<file path="config.mk">
export PLATFORM = sky130hd
export DESIGN_NAME = stopwatch_ctrl
export DESIGN_NICKNAME = d
export VERILOG_FILES = /design/src/rtl/stopwatch_ctrl.sv
export SDC_FILE = /design/constraint.sdc
export NUM_CORES = 1
export LEC_CHECK = 0
export CORE_MARGIN = 10
export CORE_UTILIZATION = 50
export DETAILED_ROUTE_END_ITERATION = 16
export GPL_ROUTABILITY_DRIVEN = 0
export PLACE_DENSITY = 0.79
export SLEW_MARGIN = 20
export SYNTH_ARGS = -nofsm -noshare
export SYNTH_HDL_FRONTEND = slang
export SYNTH_SLANG_ARGS = --single-unit
</file>
<file path="constraint.sdc">
create_clock -name clk -period 6.8 [get_ports clk]
set_input_delay 1.36 -clock clk [delete_from_list [all_inputs] [get_ports clk]]
set_output_delay 1.36 -clock clk [all_outputs]
set_load 0.02 [all_outputs]
</file>
<file path="src/rtl/stopwatch_ctrl.sv">
// Stopwatch controller: synchronised, debounced start/stop and lap buttons drive
// an IDLE/RUN/LAP/PAUSE FSM and a 10 ms prescaler that steps an external BCD counter.
module stopwatch_ctrl #(
  parameter int TICK_DIV  = 1_000_000,
  parameter int DB_CYCLES = 1_000_000
) (
  input  logic       clk,
  input  logic       reset,
  input  logic       btn_ss,
  input  logic       btn_lap,
  input  logic       cnt_max,
  output logic       count_en,
  output logic       count_clr,
  output logic       lap_load,
  output logic       disp_frz,
  output logic [1:0] state
);

  localparam int PW  = $clog2(TICK_DIV);
  localparam int DBW = $clog2(DB_CYCLES);
  localparam logic [PW-1:0]  PRESC_LAST = PW'(TICK_DIV - 1);
  localparam logic [DBW-1:0] DB_LAST    = DBW'(DB_CYCLES - 1);

  typedef enum logic [1:0] {
    IDLE  = 2'b00,
    RUN   = 2'b01,
    LAP   = 2'b10,
    PAUSE = 2'b11
  } state_e;

  state_e               state_q, state_d;
  logic [1:0]           btn_raw;
  logic [1:0]           sync1_q, sync2_q;
  logic [1:0]           level_q, level_d;
  logic [1:0]           evt_q, evt_d;
  logic [1:0][DBW-1:0]  db_cnt_q, db_cnt_d;
  logic [PW-1:0]        presc_q, presc_d;
  logic                 count_en_q, count_en_d;
  logic                 count_clr_q, count_clr_d;
  logic                 lap_load_q, lap_load_d;
  logic                 disp_frz_q, disp_frz_d;
  logic                 ss_evt, lap_evt, running, wrap;

  // Bit 0 is start/stop, bit 1 is lap throughout the button path.
  assign btn_raw = {btn_lap, btn_ss};
  assign ss_evt  = evt_q[0];
  assign lap_evt = evt_q[1];
  assign running = (state_q == RUN) || (state_q == LAP);
  assign wrap    = running && (presc_q == PRESC_LAST);

  always_ff @(posedge clk or posedge reset) begin
    if (reset) begin
      sync1_q  <= '0;
      sync2_q  <= '0;
      level_q  <= '0;
      evt_q    <= '0;
      db_cnt_q <= '0;
    end else begin
      sync1_q  <= btn_raw;
      sync2_q  <= sync1_q;
      level_q  <= level_d;
      evt_q    <= evt_d;
      db_cnt_q <= db_cnt_d;
    end
  end

  // A level change is accepted only after DB_CYCLES consecutive disagreeing samples.
  always_comb begin
    level_d  = level_q;
    db_cnt_d = '0;
    for (int b = 0; b < 2; b++) begin
      if (sync2_q[b] != level_q[b]) begin
        if (db_cnt_q[b] == DB_LAST) begin
          level_d[b] = sync2_q[b];
        end else begin
          db_cnt_d[b] = db_cnt_q[b] + DBW'(1);
        end
      end
    end
    evt_d = level_d & ~level_q;
  end

  always_ff @(posedge clk or posedge reset) begin
    if (reset) begin
      state_q <= IDLE;
    end else begin
      state_q <= state_d;
    end
  end

  always_comb begin
    state_d = state_q;
    case (state_q)
      IDLE: begin
        if (ss_evt) state_d = RUN;
      end
      RUN, LAP: begin
        if (ss_evt)               state_d = PAUSE;
        else if (lap_evt)         state_d = LAP;
        else if (wrap && cnt_max) state_d = PAUSE;
      end
      PAUSE: begin
        if (ss_evt)       state_d = RUN;
        else if (lap_evt) state_d = IDLE;
      end
      default: state_d = IDLE;
    endcase
  end

  always_comb begin
    count_en_d  = wrap && !cnt_max;
    count_clr_d = (state_q == PAUSE) && !ss_evt && lap_evt;
    lap_load_d  = running && !ss_evt && lap_evt;
    disp_frz_d  = (state_d == LAP);
  end

  // The prescaler phase survives PAUSE so a resumed run keeps its 10 ms grid.
  always_comb begin
    if ((state_q == IDLE) || (state_d == IDLE)) begin
      presc_d = '0;
    end else if (running) begin
      presc_d = wrap ? '0 : presc_q + PW'(1);
    end else begin
      presc_d = presc_q;
    end
  end

  always_ff @(posedge clk or posedge reset) begin
    if (reset) begin
      presc_q     <= '0;
      count_en_q  <= 1'b0;
      count_clr_q <= 1'b0;
      lap_load_q  <= 1'b0;
      disp_frz_q  <= 1'b0;
    end else begin
      presc_q     <= presc_d;
      count_en_q  <= count_en_d;
      count_clr_q <= count_clr_d;
      lap_load_q  <= lap_load_d;
      disp_frz_q  <= disp_frz_d;
    end
  end

  assign count_en  = count_en_q;
  assign count_clr = count_clr_q;
  assign lap_load  = lap_load_q;
  assign disp_frz  = disp_frz_q;
  assign state     = state_q;

endmodule

</file>
==> summary.md <==
| Metric | Value |
|---|---|
| Status | complete, no violations |
| Switching share of power | 0.203 |
| Post-CTS Hold Buffers | 0 |
| Root buffer cell | clkbuf_8 |
| Total CTS buffers | 9 |
| Clock insertion delay at the later pin of the skew report | around 0.34 ns |
| Place WS | roughly 3.8 ns |
| CP max FO | 4 |
| Slew @ Worst Pin | around 0.97 ns |
| Critical-path cell list | clkdlybuf4s50_1 |
| Psw | ~170 uW |
| Sum Neg Setup Slack | 0 ns |
| Crit end category | output pin |
| CTS tree | done |
| Via Count | between 2000 and 2500 |
| Area growth, synth to finish | 10.8% |
| Initial antenna violation count | 0 |
| H-Tree Depth | 3 |
| YS warnings | 0 |
| Via count of the first global-routing pass | between 2000 and 2500 |
| Post-DR wirelength/cell | around 13 um |
| Top delay family on crit path | buffers and inverters |
| Most common cell after layout, fill and taps aside | dfrtp_1 |
| Synth unique cells | 38 |
| Nets | roughly 380 |
| DIE WIDTH | between 100 and 150 um |
| HPWL Detailed | ~4200 um |
| Syn Inst Count | 349 |
| Top cell type's share of synthesized area | 0.527 |
| Worst endpoint data arrival time | 1.37 ns |
| Max-slew violations | 0 |
| Ports | 11 |
| Cell area after synthesis | between 3000 and 4000 um2 |
| Crit Path Category | flip-flop to output pin |
| Commonest cells after routing, fill and taps aside | dfrtp_1 (74), nor2_1 (73), xor2_1 (31) |
| CP max stage delay | 0.63 ns |
| Ant. Diodes | 0 |
| Worst Setup Start Kind | flip-flop |
| Bufs on Longest Clock Path | 2 |
| Post-CTS Setup Bufs | 0 |
| Final WL | 6060 um |
| Reg area | 1850 um2 |
| Top post-synthesis cells by area | dfrtp_1 (53%), nor2_1 (7.8%), xor2_1 (7.7%) |
| Relative slew slack | 0.348 |
| Share of layout cells above drive strength 1 | 0.0786 |
| Sequential power share | 0.551 |
| Comb power frac | 0.026 |
| P_leak | roughly 0.0017 uW |
| Power per cell area | around 210 nW/um2 |
| Multi-input logic area | around 1600 um2 |
| Vert. Die Dim | ~100 um |
| Post-route minimum period | between 2 and 3 ns |
| Drt pass-1 iters | 4 |
| Total clock sinks | 74 |
| Register clock-pin slew on the reported worst setup and hold paths | roughly 0.070 ns |
| FF+latch count, synth | between 70 and 80 |
| Post-route worst setup slack | approximately 4.1 ns |
| Core area | just under 7000 um2 |
| Max cap viols | 0 |
| Clock skew | 0.00837 ns |
| Fin util | 0.572 |
| Tcrit/Tclk final | 0.401 |
| DRC viols | 0 |
| Maximum VDD drop | 0.0879 mV |
| Die Footprint | 10800 um2 |
| Number of port buffers | 10 |
| RSZ-0062 raised after global routing | false |
| Grt total ovfl | 0 |
| Post-synthesis sequential area ratio | 0.527 |
| First-pass GRT wire length | 10800 um |
| Setup violations, final | 0 |
| First DRT Iteration DRCs | 80 |
| Clock Power Share | 0.423 |
| Worst EP required | roughly 5.4 ns |
| # rows | 30 |
| Syn Area/Cell | about 10 um2 |
| CP bufs+invs | 1 |
| CP max-delay cell | clkdlybuf4s50_1 |
| Post-cts sizing count | 0 |
| Largest net degree at the start of global routing | 75 |
| Hold WC Path Type | flip-flop to flip-flop |
| Synth Net Count | 360 |
| Initial core utilization | 0.517 |
| GRT Overall Usage | 0.118 |
| Final hold slack | 0.360 ns |
| Fillcell total | 568 |
| Vias per cell | slightly above 5 |
| Hold Violations, Final | 0 |
| P_int | ~650 uW |
| Fmax | roughly 370 MHz |
| Cell taking the most area after synthesis | dfrtp_1 |
| Post-route ant nets | 0 |
[power groups by stage]
stage / logic (uW) / clock network, uW / registers [uW]
floorplan: 16.1 / 0 / 455
global placement: 21.2 / 0 / 456
detailed placement: 21.6 / 0 / 456
CTS: 21.7 / 352 / 448
global route: 25.0 / 370 / 448
finish: 20.8 / 344 / 448
[cell families (layout without fill, tap and decap cells)]
kind of cell,after synthesis,count (layout),share of synthesized area
muxes,2,2,0.00641
adders and majority gates,6,6,0.0214
xor gates and xnor gates,55,55,0.137
AOI/OAI and AO/OA,10,10,0.0207
buffers and inverters,19,39,0.0292
DFF,74,74,0.527
and+or+nand+nor,183,183,0.258
[through the flow]
step           area (um2)  total power [uW]  cells
4_1_cts              3890               822    465
3_5_place_dp         3680               478    450
5_1_grt              3890               843    465
3_3_place_gp         3680               477    450
6_report             3890               812    465
2_1_floorplan        3510               471    349
[layer usage]
layer,vias to the layer above,global-route usage,wire (um)
met1,1170,0.150,2900
met5,-,0,0
met2,27,0.182,2860
li1,1199,-,-
met3,10,0.0260,173
met4,0,0.0646,126
[cell type report]
class / instances / share of cell area
repair buffers: 11 / 0.0277
inverters: 13 / 0.0125
clock inverters: 2 / 0.00901
well taps: 96 / 0.0309
multi-input cells: 256 / 0.400
flip-flops and latches: 74 / 0.476
clock buffers: 13 / 0.0434
[worst paths after layout]
| kind | slack [ns] | to | start | depth (start not counted) |
|---|---|---|---|---|
| setup / recovery | 4.07 | state[1] | state[1] | 1 |
| hold / removal | 0.36 | sync2_q[0] | sync1_q[0] | 0 |
| setup reg to reg | 4.35 | presc_q[13] | state[0] | 7 |
| hold reg to reg | 0.36 | sync2_q[0] | sync1_q[0] | 0 |
| max in group asynchronous | 4.62 | db_cnt_q[25] | reset | 3 |
| min in group asynchronous | 1.61 | db_cnt_q[15] | reset | 3 |
[flip-flops by register name, summed over array words and instances (netlist names)]
register	count
presc_q	20
count_clr	1
state	2
sync1_q	2
disp_frz	1
evt_q	2
level_q	2
db_cnt_q	40
sync2_q	2
count_en	1
lap_load	1
[synth_stat cells]
| library cell | instances |
|---|---|
| a21o_1 | 2 |
| a21oi_1 | 3 |
| and2_1 | 1 |
| and2b_2 | 1 |
| and3_1 | 8 |
| and3_2 | 1 |
| and3b_1 | 1 |
| and4_2 | 1 |
| buf_2 | 2 |
| buf_4 | 1 |
| buf_6 | 2 |
| clkbuf_8 | 1 |
| dfrtp_1 | 74 |
| ha_1 | 6 |
| inv_1 | 13 |
| mux2_2 | 2 |
| nand2_1 | 23 |
| nand2b_1 | 3 |
| nand3_1 | 26 |
| nand3b_1 | 2 |
| nand4_1 | 15 |
| nor2_1 | 73 |
| nor2b_1 | 3 |
| nor3_1 | 7 |
| nor4_1 | 8 |
| nor4b_1 | 1 |
| nor4b_2 | 2 |
| nor4bb_1 | 1 |
| o211ai_1 | 1 |
| o211ai_2 | 1 |
| o21ai_0 | 1 |
| o31ai_1 | 1 |
| o32a_1 | 1 |
| or2_1 | 1 |
| or2_2 | 4 |
| or4_4 | 1 |
| xnor2_1 | 24 |
| xor2_1 | 31 |
No activity file was read; power rests on OpenSTA's default activity.
